--- src/rtl/mips32_pkg.sv ---
// Shared MIPS32 definitions: opcode constants, fetch queue entry type,
// default fetch queue depth and the prefetch state encoding.
package mips32_pkg;

  localparam int FETCHQ_DEPTH = 4;

  localparam logic [5:0] OP_ADD   = 6'b000000;
  localparam logic [5:0] OP_SUB   = 6'b000001;
  localparam logic [5:0] OP_AND   = 6'b000010;
  localparam logic [5:0] OP_OR    = 6'b000011;
  localparam logic [5:0] OP_SLT   = 6'b000100;
  localparam logic [5:0] OP_MUL   = 6'b000101;
  localparam logic [5:0] OP_LW    = 6'b001000;
  localparam logic [5:0] OP_SW    = 6'b001001;
  localparam logic [5:0] OP_ADDI  = 6'b001010;
  localparam logic [5:0] OP_SUBI  = 6'b001011;
  localparam logic [5:0] OP_SLTI  = 6'b001100;
  localparam logic [5:0] OP_BNEQZ = 6'b001101;
  localparam logic [5:0] OP_BEQZ  = 6'b001110;
  localparam logic [5:0] OP_HLT   = 6'b111111;

  typedef struct packed {
    logic [31:0] ir;
    logic [31:0] npc;
  } fetch_entry_t;

  typedef enum logic {
    ST_RUN  = 1'b0,
    ST_STOP = 1'b1
  } fq_state_t;

  function automatic logic is_hlt(input logic [31:0] word);
    return word[31:26] == OP_HLT;
  endfunction

endpackage

--- src/rtl/fetchq_fifo.sv ---
// Synchronous FIFO with push/pop/flush and an occupancy count.
// Element type is a parameter so the same block carries fetch entries or
// bare fetch addresses. Push and pop together are legal even when full.
module fetchq_fifo
  import mips32_pkg::*;
#(
  parameter int  DEPTH = FETCHQ_DEPTH,
  parameter type T     = fetch_entry_t
) (
  input  logic                       i_clk,
  input  logic                       i_rst,
  input  logic                       i_push,
  input  T                           i_data,
  input  logic                       i_pop,
  input  logic                       i_flush,
  output T                           o_head,
  output logic [$clog2(DEPTH+1)-1:0] o_count
);

  localparam int PW = $clog2(DEPTH);
  localparam int CW = $clog2(DEPTH+1);

  logic [PW-1:0] r_wr_ptr;
  logic [PW-1:0] r_rd_ptr;
  logic [CW-1:0] r_count;
  T              r_mem [DEPTH];

  // pointers and occupancy; flush empties the queue in one cycle
  always_ff @(posedge i_clk) begin
    if (i_rst || i_flush) begin
      r_wr_ptr <= '0;
      r_rd_ptr <= '0;
      r_count  <= '0;
    end else begin
      if (i_push) r_wr_ptr <= r_wr_ptr + 1'b1;
      if (i_pop)  r_rd_ptr <= r_rd_ptr + 1'b1;
      if (i_push && !i_pop)      r_count <= r_count + 1'b1;
      else if (i_pop && !i_push) r_count <= r_count - 1'b1;
    end
  end

  // storage write; contents need no reset since count gates every read
  always_ff @(posedge i_clk) begin
    if (i_push && !i_flush) r_mem[r_wr_ptr] <= i_data;
  end

  assign o_head  = r_mem[r_rd_ptr];
  assign o_count = r_count;

endmodule

--- src/rtl/mips32_fetch_queue.sv ---
// MIPS32 instruction prefetch queue feeding the IF/ID latch.
// Optional macro FETCHQ_BYPASS_EN: when defined, a response arriving at an
// empty queue is presented on the output in the same cycle.
//
// state   | meaning
// --------+-------------------------------------------------------------
// ST_RUN  | issuing fetches while buffered + outstanding < DEPTH
// ST_STOP | HLT fetched; no new requests, queue drains, wait for redirect
module mips32_fetch_queue
  import mips32_pkg::*;
#(
  parameter int          DEPTH    = FETCHQ_DEPTH,
  parameter int          AW       = 10,
  parameter logic [31:0] RESET_PC = 32'd0
) (
  input  logic          clk1,
  input  logic          rst,
  output logic          imem_req_valid,
  input  logic          imem_req_ready,
  output logic [AW-1:0] imem_req_addr,
  input  logic          imem_rsp_valid,
  input  logic [31:0]   imem_rsp_data,
  input  logic          redirect_valid,
  input  logic [31:0]   redirect_pc,
  output logic          out_valid,
  input  logic          out_ready,
  output logic [31:0]   out_ir,
  output logic [31:0]   out_npc
);

  localparam int CW = $clog2(DEPTH+1);

  fq_state_t    r_state;
  fq_state_t    w_state_nxt;
  logic         r_live;
  logic [31:0]  r_pc;
  logic [CW-1:0] r_outstanding;
  logic [CW-1:0] r_discard;
  fetch_entry_t r_hold;

  logic [CW-1:0] w_count;
  logic [CW-1:0] w_trk_count;
  logic [CW:0]   w_credit;
  logic [CW-1:0] w_outstanding_nxt;
  logic [31:0]   w_trk_npc;
  fetch_entry_t  w_head;
  fetch_entry_t  w_rsp_entry;
  fetch_entry_t  w_out_entry;
  logic          w_req_fire;
  logic          w_rsp_in;
  logic          w_rsp_keep;
  logic          w_hlt;
  logic          w_push;
  logic          w_pop;

  assign w_credit       = {1'b0, w_count} + {1'b0, r_outstanding};
  assign imem_req_valid = r_live && (r_state == ST_RUN) && (w_credit < (CW+1)'(DEPTH));
  assign imem_req_addr  = r_pc[AW-1:0];
  assign w_req_fire     = imem_req_valid && imem_req_ready;

  // a response with nothing tracked (stale after reset) is ignored
  assign w_rsp_in    = imem_rsp_valid && (w_trk_count != '0);
  assign w_rsp_keep  = w_rsp_in && (r_discard == '0) && !redirect_valid;
  assign w_hlt       = w_rsp_keep && is_hlt(imem_rsp_data);
  assign w_rsp_entry = '{ir: imem_rsp_data, npc: w_trk_npc};

`ifdef FETCHQ_BYPASS_EN
  logic w_byp;
  assign w_byp       = w_rsp_keep && (w_count == '0);
  assign w_out_entry = (w_count != '0) ? w_head : (w_byp ? w_rsp_entry : r_hold);
  assign out_valid   = ((w_count != '0) || w_byp) && !redirect_valid;
  assign w_push      = w_rsp_keep && !(w_byp && out_ready);
`else
  assign w_out_entry = (w_count != '0) ? w_head : r_hold;
  assign out_valid   = (w_count != '0) && !redirect_valid;
  assign w_push      = w_rsp_keep;
`endif

  assign w_pop   = out_valid && out_ready && (w_count != '0);
  assign out_ir  = w_out_entry.ir;
  assign out_npc = w_out_entry.npc;

  // outstanding count after this cycle's request and response
  always_comb begin
    w_outstanding_nxt = r_outstanding;
    if (w_req_fire && !w_rsp_in)      w_outstanding_nxt = r_outstanding + 1'b1;
    else if (w_rsp_in && !w_req_fire) w_outstanding_nxt = r_outstanding - 1'b1;
  end

  // next state: redirect always restarts, HLT stops prefetching
  always_comb begin
    w_state_nxt = r_state;
    if (redirect_valid) w_state_nxt = ST_RUN;
    else if (w_hlt)     w_state_nxt = ST_STOP;
  end

  // state register
  always_ff @(posedge clk1) begin
    if (rst) r_state <= ST_RUN;
    else     r_state <= w_state_nxt;
  end

  // holds requests off during the reset cycle itself
  always_ff @(posedge clk1) begin
    if (rst) r_live <= 1'b0;
    else     r_live <= 1'b1;
  end

  // fetch PC, outstanding credits and pending discards
  always_ff @(posedge clk1) begin
    if (rst) begin
      r_pc          <= RESET_PC;
      r_outstanding <= '0;
      r_discard     <= '0;
    end else begin
      if (redirect_valid)  r_pc <= redirect_pc;
      else if (w_req_fire) r_pc <= r_pc + 32'd1;
      r_outstanding <= w_outstanding_nxt;
      if (redirect_valid || w_hlt)      r_discard <= w_outstanding_nxt;
      else if (w_rsp_in && r_discard != '0) r_discard <= r_discard - 1'b1;
    end
  end

  // last consumed entry, shown while the queue is empty
  always_ff @(posedge clk1) begin
    if (rst)                         r_hold <= '0;
    else if (out_valid && out_ready) r_hold <= w_out_entry;
  end

  fetchq_fifo #(.DEPTH(DEPTH), .T(logic [31:0])) u_npc_trk (
    .i_clk   (clk1),
    .i_rst   (rst),
    .i_push  (w_req_fire),
    .i_data  (r_pc + 32'd1),
    .i_pop   (w_rsp_in),
    .i_flush (1'b0),
    .o_head  (w_trk_npc),
    .o_count (w_trk_count)
  );

  fetchq_fifo #(.DEPTH(DEPTH), .T(fetch_entry_t)) u_out_q (
    .i_clk   (clk1),
    .i_rst   (rst),
    .i_push  (w_push),
    .i_data  (w_rsp_entry),
    .i_pop   (w_pop),
    .i_flush (redirect_valid),
    .o_head  (w_head),
    .o_count (w_count)
  );

endmodule

--- config.mk ---
export PLATFORM = sky130hd
export DESIGN_NAME = mips32_fetch_queue
export DESIGN_NICKNAME = d
export VERILOG_FILES = /design/src/rtl/mips32_pkg.sv /design/src/rtl/fetchq_fifo.sv /design/src/rtl/mips32_fetch_queue.sv
export SDC_FILE = /design/constraint.sdc
export NUM_CORES = 1
export LEC_CHECK = 0
export BUFFER_PORTS_ARGS = -buffer_cell sky130_fd_sc_hd__buf_2
export CORE_ASPECT_RATIO = 2
export CORE_MARGIN = 8
export CORE_UTILIZATION = 50
export DETAILED_ROUTE_END_ITERATION = 6
export PLACE_DENSITY = 0.68
export REMOVE_ABC_BUFFERS = 1
export SLEW_MARGIN = 25
export SYNTH_ARGS = -nofsm -noshare
export SYNTH_HDL_FRONTEND = slang
export SYNTH_SLANG_ARGS = --single-unit
--- constraint.sdc ---
create_clock -name clk1 -period 4.6 [get_ports clk1]
set_input_delay 0 -clock clk1 [delete_from_list [all_inputs] [get_ports clk1]]
set_output_delay 0 -clock clk1 [all_outputs]
set_load 0.005 [all_outputs]
### Word-level counts from Yosys, hierarchy flattened

Memories as Yosys holds them, arrays and structs flattened. A register that Yosys moved wholly into a read port is not among the register bits.
Cells that the tools add are included.

| word-level totals | value |
|---|---|
| register bits | 118 |
| bits in writable memories | 384 |
| bits of input ports | 70 |
| logic and storage cells | 83 |
| memories | 2 |

Memories:

| name | depth | bits a word | rd ports | clocked after Yosys merged registers in | wr ports | line | text |
|---|---|---|---|---|---|---|---|
| u_out_q.r_mem | 4 | 64 | 1 | 1 | 1 | fetchq_fifo.sv:26 | `T r_mem [DEPTH];` |
| u_npc_trk.r_mem | 4 | 32 | 1 | 1 | 1 | fetchq_fifo.sv:26 |  |

| cells by class | value |
|---|---|
| add/sub/neg operators | 13 |
| order comparisons | 1 |
| eq/ne operators | 1 |
| muxes and demuxes | 20 |
| bitwise gates (word level) | 1 |
| reductions and logical operators | 32 |

Operator list:

| cell | number |
|---|---|
| two-way mux 32 bit | 2 |
| two-way mux 64 bit | 1 |
| adder 32 x 1 -> 32 bit (second input constant) | 1 |
| two-way mux 3 bit | 8 |
| logical AND 1 bit | 16 |
| subtractor 3 x 1 -> 3 bit (second input constant) | 4 |
| adder 3 x 1 -> 3 bit (second input constant) | 3 |
| nonzero test 3 bit | 3 |
| adder 2 x 1 -> 2 bit (second input constant) | 4 |
| two-way mux 2 bit | 4 |
| nonzero test 2 bit | 4 |
| equality test 6 bit (second input constant) | 1 |
| logical NOT 1 bit | 5 |
| two-way mux 1 bit | 5 |
| adder 3 x 3 -> 4 bit | 1 |
| < comparator 4 x 3 -> 1 bit (second input constant) | 1 |
| logical NOT 3 bit | 1 |
| logical OR 1 bit | 2 |
| OR reduction 2 bit | 1 |
| inverter 1 bit | 1 |

### Longest topological paths before layout

Gate-level depths: netlist of the first run.

| logic depth | value |
|---|---|
| depth in word-level cells | 9 |
| mapped depth | 11 |

### Hierarchy

A second synthesis of the first run with hierarchy kept.

| second synthesis, totals | value |
|---|---|
| cell total of the unflattened synthesis | 1233 |
| area, all modules | 20736.1 µm² |

Modules (own cells, without submodules):

| module | times used | cells an instance | area an instance (µm²) | sequential area each (µm²) |
|---|---|---|---|---|
| fetchq_fifo (u_out_q) | 1 | 378 | 9739.3 | 7867.5 |
| mips32_fetch_queue | 1 | 644 | 5909.4 | 2082.0 |
| fetchq_fifo (u_npc_trk) | 1 | 211 | 5087.4 | 4023.9 |

### Least setup slack after synthesis of the first run

Ideal clock, no wire load.

| path | value |
|---|---|
| path type | flip-flop to flip-flop |
| start point | register r_discard[0] |
| end point | memory u_out_q.r_mem[0][0] in the netlist's numbering (enable) |
| library setup time | 0.429 ns |
| data arrival time | 2.862 ns |
| data required time | 4.171 ns |
| slack | 1.309 ns |
| stages on the path, launching flop included | 6 |
| buffers on the path | 0 |
| clock period less this slack | 3.291 ns |
| cell sequence | dfxtp_1 > inv_1 > ha_1 > or3b_2 > nor2_1 > and2_1 |

| on the way | value |
|---|---|
| word-level cells in the longest chain between the ends | 6 |

Ends and longest elaborated chain:

| what | line | text |
|---|---|---|
| from (decl) | mips32_fetch_queue.sv:38 | `logic [CW-1:0] r_discard;` |
| from (signal assigned) | mips32_fetch_queue.sv:119 | `if (redirect_valid \|\| w_hlt) r_discard <= w_outstanding_nxt;` |
| from (signal assigned) | mips32_fetch_queue.sv:120 | `else if (w_rsp_in && r_discard != '0) r_discard <= r_discard - 1'b1;` |
| logical NOT 3 bit | mips32_fetch_queue.sv:63 | `assign w_rsp_keep = w_rsp_in && (r_discard == '0) && !redirect_valid;` |
| logical AND 1 bit (2 in series) | mips32_fetch_queue.sv:63 |  |
| net u_out_q.i_push | fetchq_fifo.sv:12 | `input logic i_push,` |
| logical AND 1 bit | fetchq_fifo.sv:44 | `if (i_push && !i_flush) r_mem[r_wr_ptr] <= i_data;` |
| two-way mux 1 bit | fetchq_fifo.sv:44 |  |
| two-way mux 1 bit (not written as such) | fetchq_fifo.sv:44 |  |
| to (decl) | fetchq_fifo.sv:26 |  |

The timed path passes the listed nets, and every way through them passes these cells.

### Final worst setup path of the first run

| path | value |
|---|---|
| start point | register r_outstanding[2] |
| end point | register u_npc_trk.r_count[2], in the netlist u_npc_trk.o_count[2] |

| on the way | value |
|---|---|
| word-level cells in the longest chain between the ends | 7 |

Ends and longest elaborated chain:

| what | line | text |
|---|---|---|
| from (decl) | mips32_fetch_queue.sv:37 | `logic [CW-1:0] r_outstanding;` |
| from (signal assigned) | mips32_fetch_queue.sv:118 | `r_outstanding <= w_outstanding_nxt;` |
| adder 3 x 3 -> 4 bit (*) | mips32_fetch_queue.sv:56 | `assign w_credit = {1'b0, w_count} + {1'b0, r_outstanding};` |
| < comparator 4 x 3 -> 1 bit (*) | mips32_fetch_queue.sv:57 | `assign imem_req_valid = r_live && (r_state == ST_RUN) && (w_credit < (CW+1)'(DEPTH));` |
| logical AND 1 bit (*) | mips32_fetch_queue.sv:57 |  |
| logical AND 1 bit (*) | mips32_fetch_queue.sv:59 | `assign w_req_fire = imem_req_valid && imem_req_ready;` |
| logical NOT 1 bit | fetchq_fifo.sv:38 | `else if (i_pop && !i_push) r_count <= r_count - 1'b1;` |
| logical AND 1 bit | fetchq_fifo.sv:38 |  |
| nonzero test 2 bit (no line) | - |  |
| to (signal assigned) | fetchq_fifo.sv:37 | `if (i_push && !i_pop) r_count <= r_count + 1'b1;` |
| to (signal assigned) | fetchq_fifo.sv:38 |  |
| to (decl) | fetchq_fifo.sv:25 | `logic [CW-1:0] r_count;` |

Every way passes the cells marked *; elsewhere a longest branch is shown, timed or not.
A chain may end at the register's enable or synchronous reset.

==> results.ini, run 1 <==
[status]
outcome=complete, no violations

[power]
seq_power_share_pct=50.1
p_clk_share_pct=35.1
power_density_mw_per_mm2=463
max-vdd-ir-drop_mv=0.274
swShare_pct=24.4
power.switching_mw=2.70
combPwrFrac_pct=14.9
p_int_mw=8.38
leakagePower_nw=8.49

[clock_network]
cts_inserted_buffers=44
cts_root_buffer=clkbuf_16
clk_pin_slew_ps=70
ctsResizeCount=0
clk_latency_ps=550
cts.sinks=506
clockBufferDepth=3
htree_levels=2
cts_tree=done

[logic_synthesis]
syn_area_mm2=0.0206
synth_most_common_cell=edfxtp_1
synth-warning-count=0
async_reset_ff_share_pct=0
synth_area_leader_cell=edfxtp_1
syn_inst=1333
ys_seq_elements=506
synth.distinct_cells=51
synth_edf_count=384
synthTopCellsByArea=edfxtp_1, dfxtp_1, mux4_2, mux2_2, nor2_1
netlist_top_cells_count=edfxtp_1, nor2_1, dfxtp_1
synth_flop_cell=edfxtp_1
ys_seq_area_share_pct=67.8
syn_area_per_cell_um2=15.4
yosys.area.top_type_share_pct=56.0

[hold_path]
hold_start=imem_rsp_valid
hold_class=input port to register

[setup_path]
cp_slowest_stage_delay_ps=380
crit_path_end_kind=register
crit_buf_inv=3
startpoint=r_outstanding[2]$_SDFF_PP0_
worstPathMaxFanout=50
critical_path.endpoint=u_npc_trk.o_count[2]$_SDFFE_PP0P_
worst_setup_path_start_kind=register
r2r-end=u_npc_trk.o_count[2]$_SDFFE_PP0P_
crit_cells=11
crit_type=register to register
slowest_stage=fa_1
crit_path_cell_trace=ha_1, nor3b_1, nand4_1, buf_4, inv_1, ha_1, inv_1, fa_1, xor2_1, or3_1, a21oi_1
cp.arrival_ps=3460
cp_top_family=adder cells
cp.required_ps=5070
r2r_cells=11
r2r_start=r_outstanding[2]$_SDFF_PP0_
reg2reg_slack_ps=1610

[finish]
final_area_mm2=0.0239
multi_input_comb_area_mm2=0.00615
regArea_mm2=0.0140
diodes=0
nFillCells=3093
drive_above_1_share_pct=26.8
nets=1598
area_growth_pct=16.1

[route]
drc=0
vias_per_cell=5.62
wirelength_um=42900
dr.pass1.iters=5
drtIter0Drc=697
ant_nets=0
vias=11700
post_drt_wl_per_cell_um=20.7

[die]
io_pins=146
die_x_um=160
start_util_pct=50.4
die_area_mm2=0.0483
rows=105
coreArea_mm2=0.0409
die_h_um=303

[grt]
grtUsageTotal_pct=17.6
grt_pass1_vias=12300
grt_first_pass_wirelength_um=67000
antenna_found_initial=0
grt-ovfl-total=0
grt_max_degree=67

[sta]
setup_viol=0
period_share_pct=65.0
rsz0062_at_grt=false
max_freq_mhz=335
min_period_ps=2990
clock_skew_ps=21.9
hold_viol=0
slew_violations=0
tightest_slew_ps=1040
setup_tns_ps=0
max-slew-margin-rel_pct=30.0

[place]
io_buffers=145
post-dp-hpwl_um=26900
dpl-instance-area_mm2=0.0217
gp_congestion=0.790

[job]
max-cap-violations=0

## cells in the final DEF (no fill, tap or decap), drive strengths merged, types with 11 or more instances in the layout
| cell | count |
|---|---|
| ha | 18 |
| nand4 | 20 |
| o21ai | 76 |
| and4 | 11 |
| mux4 | 96 |
| and3 | 11 |
| nor2 | 185 |
| nand2 | 27 |
| inv | 20 |
| buf | 161 |
| xor2 | 19 |
| clkinv | 15 |
| a311oi | 20 |
| or4 | 14 |
| or3 | 12 |
| o31ai | 14 |
| dfxtp | 122 |
| xnor2 | 24 |
| nand3 | 16 |
| mux2 | 65 |
| dlygate4sd3 | 65 |
| and2 | 11 |
| clkbuf | 55 |
| edfxtp | 384 |
## state kept, by name, indices dropped and copies added, names as in the netlist, named ones only
name and count:
r_live 1, r_pc 32, r_outstanding 3, r_hold 64
r_discard 3, u_out_q.o_count 3, u_npc_trk.r_rd_ptr 2, u_npc_trk.r_wr_ptr 2
u_out_q.r_rd_ptr 2, u_out_q.r_wr_ptr 2, r_state 1, u_npc_trk.r_mem 128
u_npc_trk.o_count 3, u_out_q.r_mem 256
## power by group through the flow
stage | combinational [mW] | sequential, mW | clock (mW)
finish | 1.65 | 5.54 | 3.88
global route | 1.81 | 5.58 | 4.13
CTS | 1.68 | 5.55 | 3.97
detailed placement | 1.62 | 5.65 | 0
global placement | 1.58 | 5.63 | 0
floorplan | 1.05 | 5.61 | 0
## cells by family after synthesis
group	count (synthesis)	share of synthesized area [%]
AND/OR/NAND/NOR	331	7.64
adder cells (fa/ha/maj)	20	1.29
buffers and inverters	116	2.38
flip-flops	506	67.8
multiplexers	165	14.2
AO/OA/AOI/OAI	152	4.77
XOR/XNOR	43	1.83
## what timing repair did
action	in CTS	in global routing
hold buffers	65	0
setup buffers	0	0
hold endpoints to repair	176	0
## cell type report
| class | count | area share [%] |
|---|---|---|
| Timing Repair Buffer | 226 | 6.26 |
| Clock inverter | 26 | 1.31 |
| Sequential cell | 506 | 58.5 |
| Tap cell | 535 | 2.80 |
| Inverter | 19 | 0.298 |
| Multi-Input combinational cell | 711 | 25.7 |
| Clock buffer | 55 | 5.16 |
## per-stage QoR
step | instances | hold WS (ps) | power, mW | util (%) | worst slack [ps]
floorplan | 1236 | 69.1 | 6.66 | - | -597
global placement | 1932 | 211 | 7.20 | 53.2 | 1680
detailed placement | 1932 | 219 | 7.26 | 53.2 | 1630
CTS | 2078 | 23.8 | 11.2 | 58.5 | 1610
global route | 2078 | 88.7 | 11.5 | 58.5 | 1380
finish | 2078 | 47.2 | 11.1 | 58.5 | 1610
## layer usage
metal | GRT usage (%) | vias to the layer above | share of wire (%)
met5 | 0 | - | 0
met4 | 7.45 | 0 | 3.4
met3 | 2.40 | 75 | 3.7
met2 | 33.3 | 291 | 54
met1 | 19.3 | 5862 | 39
li1 | - | 5456 | -
## how the worst min path moves through the flow
stage                                   endpoint  cells past startpoint
2_1_floorplan  u_npc_trk.o_count[2]$_SDFFE_PP0P_                      1
3_3_place_gp      u_out_q.r_mem[2][54]$_DFFE_PP_                      1
3_5_place_dp      u_out_q.r_mem[2][53]$_DFFE_PP_                      1
4_1_cts                     r_state$_SDFFE_PP0P_                      5
5_1_grt                    r_pc[12]$_SDFFE_PP0P_                      3
6_report                    r_state$_SDFFE_PP0P_                      5
## tightest hold or removal path, cell delays in order
cell and delay, ps:
buf_2 100, o31ai_1 160, nor4_1 140, nor2_1 90, nor2_1 40
Note: power is estimated with default switching activity, not from simulation.
==> run 2, diff against run 1 <==
--- a/config.mk
+++ b/config.mk
@@ -5,12 +5,13 @@
 export SDC_FILE = /design/constraint.sdc
 export NUM_CORES = 1
 export LEC_CHECK = 0
+export ABC_AREA = 1
 export BUFFER_PORTS_ARGS = -buffer_cell sky130_fd_sc_hd__buf_2
 export CORE_ASPECT_RATIO = 2
 export CORE_MARGIN = 8
 export CORE_UTILIZATION = 50
 export DETAILED_ROUTE_END_ITERATION = 6
-export PLACE_DENSITY = 0.68
+export PLACE_DENSITY = 0.7
 export REMOVE_ABC_BUFFERS = 1
 export SLEW_MARGIN = 25
 export SYNTH_ARGS = -nofsm -noshare
==> constraint.sdc (replaced) <==
create_clock -name clk1 -period 2.4 [get_ports clk1]
set_input_delay 0 -clock clk1 [delete_from_list [all_inputs] [get_ports clk1]]
set_output_delay 0 -clock clk1 [all_outputs]
set_load 0.005 [all_outputs]
==> run 2 against run 1 <==
  * Hold slack gained 160 ps
  * Sequential power grew 90%
  * Core utilization grew 0.34 points
  * Via count grew 33%
  * Critical path depth shrank 1
  * Die area grew 6.0%
  * Sequential share of layout area shrank 3.7 points
  * Non-clock buffer count grew 32
  * Synthesized area grew 6.5%
  * Critical path type unchanged
==> results.ini, run 2 <==
[die]
die_h_um=312
start_util_pct=50.6
io_pins=146
die_area_mm2=0.0512
die_x_um=164
rows=108
coreArea_mm2=0.0434

[setup_path]
cp.arrival_ps=2820
worstPathMaxFanout=23
slowest_stage=dlygate4sd3_1
crit_path_end_kind=register
cp.required_ps=2910
startpoint=r_outstanding[1]$_SDFF_PP0_
cp_slowest_stage_delay_ps=540
cp_top_family=buffers and inverters
crit_buf_inv=3
r2r_start=r_outstanding[1]$_SDFF_PP0_
crit_type=register to register
worst_setup_path_start_kind=register
crit_path_cell_trace=ha_1, nand3_1, nand2_1, nor2_2, nand3_2, inv_2, buf_12, a21oi_1, nor2_1, dlygate4sd3_1

[route]
vias=15500
drtIter0Drc=1034
dr.pass1.iters=5
post_drt_wl_per_cell_um=17.0
wirelength_um=50200
drc=0
vias_per_cell=5.26
ant_nets=0

[logic_synthesis]
syn_area_mm2=0.0219
synth-warning-count=0
synthTopCellsByArea=edfxtp_1, dfxtp_1, nor2_1, o21ai_0, nand2_1
ys_seq_area_share_pct=63.7
synth.distinct_cells=43
ys_seq_elements=506
synth_edf_count=384
netlist_top_cells_count=nor2_1, edfxtp_1, nand2_1
synth_most_common_cell=nor2_1
synth_flop_cell=edfxtp_1
syn_area_per_cell_um2=10.1
synth_area_leader_cell=edfxtp_1
yosys.area.top_type_share_pct=52.6
syn_inst=2181
async_reset_ff_share_pct=0

[finish]
reg_top3=u_out_q.r_mem x256, u_npc_trk.r_mem x128, r_hold x64
nets=2454
largest_register_ffs=256
layout_common_cells=edfxtp_1, nor2_1, nand2_1
drive_above_1_share_pct=13.4
area_growth_pct=16.4
regMostFlops=u_out_q.r_mem
diodes=0
nFillCells=3543
final_common_cell=edfxtp_1

[grt]
grtUsageTotal_pct=19.4
grt_first_pass_wirelength_um=79500
busiest_layer=met2
antenna_found_initial=0
grt.met3_usage_pct=2.30
grt-ovfl-total=0
gr-usage-met1_pct=20.0
use_met2_pct=37.7
grt_max_degree=132
grt_pass1_vias=16000

[sta]
setup_viol=0
period_share_pct=96.1
tightest_slew_ps=593
setup_ws_ps=93.9
slew_violations=0
rsz0062_at_grt=true
max-slew-margin-rel_pct=60.5
max_freq_mhz=434
min_period_ps=2310
hold_viol=0
clock_skew_ps=26.5
setup_tns_ps=0

[clock_network]
cts_root_buffer=clkbuf_16
clk_pin_slew_ps=70
cts_inserted_buffers=45
cts.sinks=506
cts_tree=done
clk_latency_ps=570
clockBufferDepth=3
cts_setup_buffers=0
htree_levels=2

[hold_path]
hold_class=input port to register
hold_start=imem_rsp_data[21]

[place]
io_buffers=145
gp_congestion=0.891
pre_cts_ws_ps=149
post-dp-hpwl_um=33200

[power]
p_total_mw=21.4
max-vdd-ir-drop_mv=0.564
power_density_mw_per_mm2=837
leakagePower_nw=10.1

[job]
max-cap-violations=0

[status]
outcome=complete, no violations

-- run 2: cell count changes after synthesis, sizes merged, moves of 20 or more --
| cell | previous run | this run |
|---|---|---|
| mux4 | 96 | 0 |
| o21a | 3 | 64 |
| mux2 | 65 | 0 |
| a311oi | 20 | 0 |
| buf | 32 | 76 |
| nand2 | 27 | 334 |
| inv | 19 | 220 |
| nand3 | 16 | 48 |
| o22ai | 0 | 33 |
| o21ai | 76 | 281 |
| xnor2 | 24 | 3 |
| nor2 | 185 | 402 |
| a21oi | 7 | 108 |
-- run 2: worst paths after layout --
check / to / slack [ps] / depth (start not counted)
max: r_pc[18]$_SDFFE_PP0P_ / 90 / 10
min reg2reg: register / 480 / 2
max reg2reg: r_pc[18]$_SDFFE_PP0P_ / 90 / 10
min: u_out_q.r_mem[2][53]$_DFFE_PP_ / 210 / 2
-- run 2: per-stage QoR --
stage / util (%) / hold WS, ps / cells / cell area (um^2)
6_report: 58.9 / 210 / 2951 / 25500
5_1_grt: 58.9 / 201 / 2951 / 25500
4_1_cts: 58.7 / 176 / 2951 / 25500
3_5_place_dp: 53.6 / 220 / 2794 / 23300
3_3_place_gp: 53.6 / 213 / 2794 / 23300
2_1_floorplan: - / 29.7 / 2059 / 21300
-- run 2: power by group --
group	internal [mW]	leakage [nW]	switching (mW)
Clock	4.01	0.730	3.13
Sequential	10.3	4.49	0.235
Combinational	1.33	4.89	2.42
Total	15.6	10.1	5.78
-- run 2: worst reg2reg max path, stage by stage (launching register included) --
cell and delay, ps:
dfxtp_1 340, ha_1 290, nand3_1 80, nand2_1 60, nor2_2 160, nand3_2 260, inv_2 160, buf_12 180
a21oi_1 100, nor2_1 90, dlygate4sd3_1 540
-- run 2: logic make-up (layout without fill, tap and decap cells) --
family                     count (synthesis)  in the layout  synth area share [%]
and+or+nand+nor                          802            802                  15.3
DFF                                      506            506                  63.7
AOI/OAI and AO/OA                        498            498                  12.5
buffers and inverters                    344            564                  6.87
adders and majority gates                 20             20                  1.21
xor gates and xnor gates                  10             10                 0.399
muxes                                      1              1                0.0456
-- run 2: area by class of cell --
class                   instances  area (um^2)  share of cell area (%)
clock buffers                  60         1240                    4.87
clock inverters                24          235                   0.921
inverters                     222          861                    3.37
multi-input cells            1331         6530                    25.6
flip-flops and latches        506        14000                    54.7
well taps                     550          688                    2.69
repair buffers                258         2010                    7.85
-- run 2: routing by layer --
metal  vias up  share of wire [%]  routed length (um)
met5         -                  0                   0
met4         0                3.6                1830
met3       100                4.3                2140
met2       392                 55               27800
met1      7377                 37               18400
li1       7653                  -                   -
-- run 2: timing repair --
item	CTS	global route
pin swaps	0	1
endpoints found under the hold margin	180	0
hold buffers	73	0
resized for setup	1	12
setup endpoints to repair	27	29
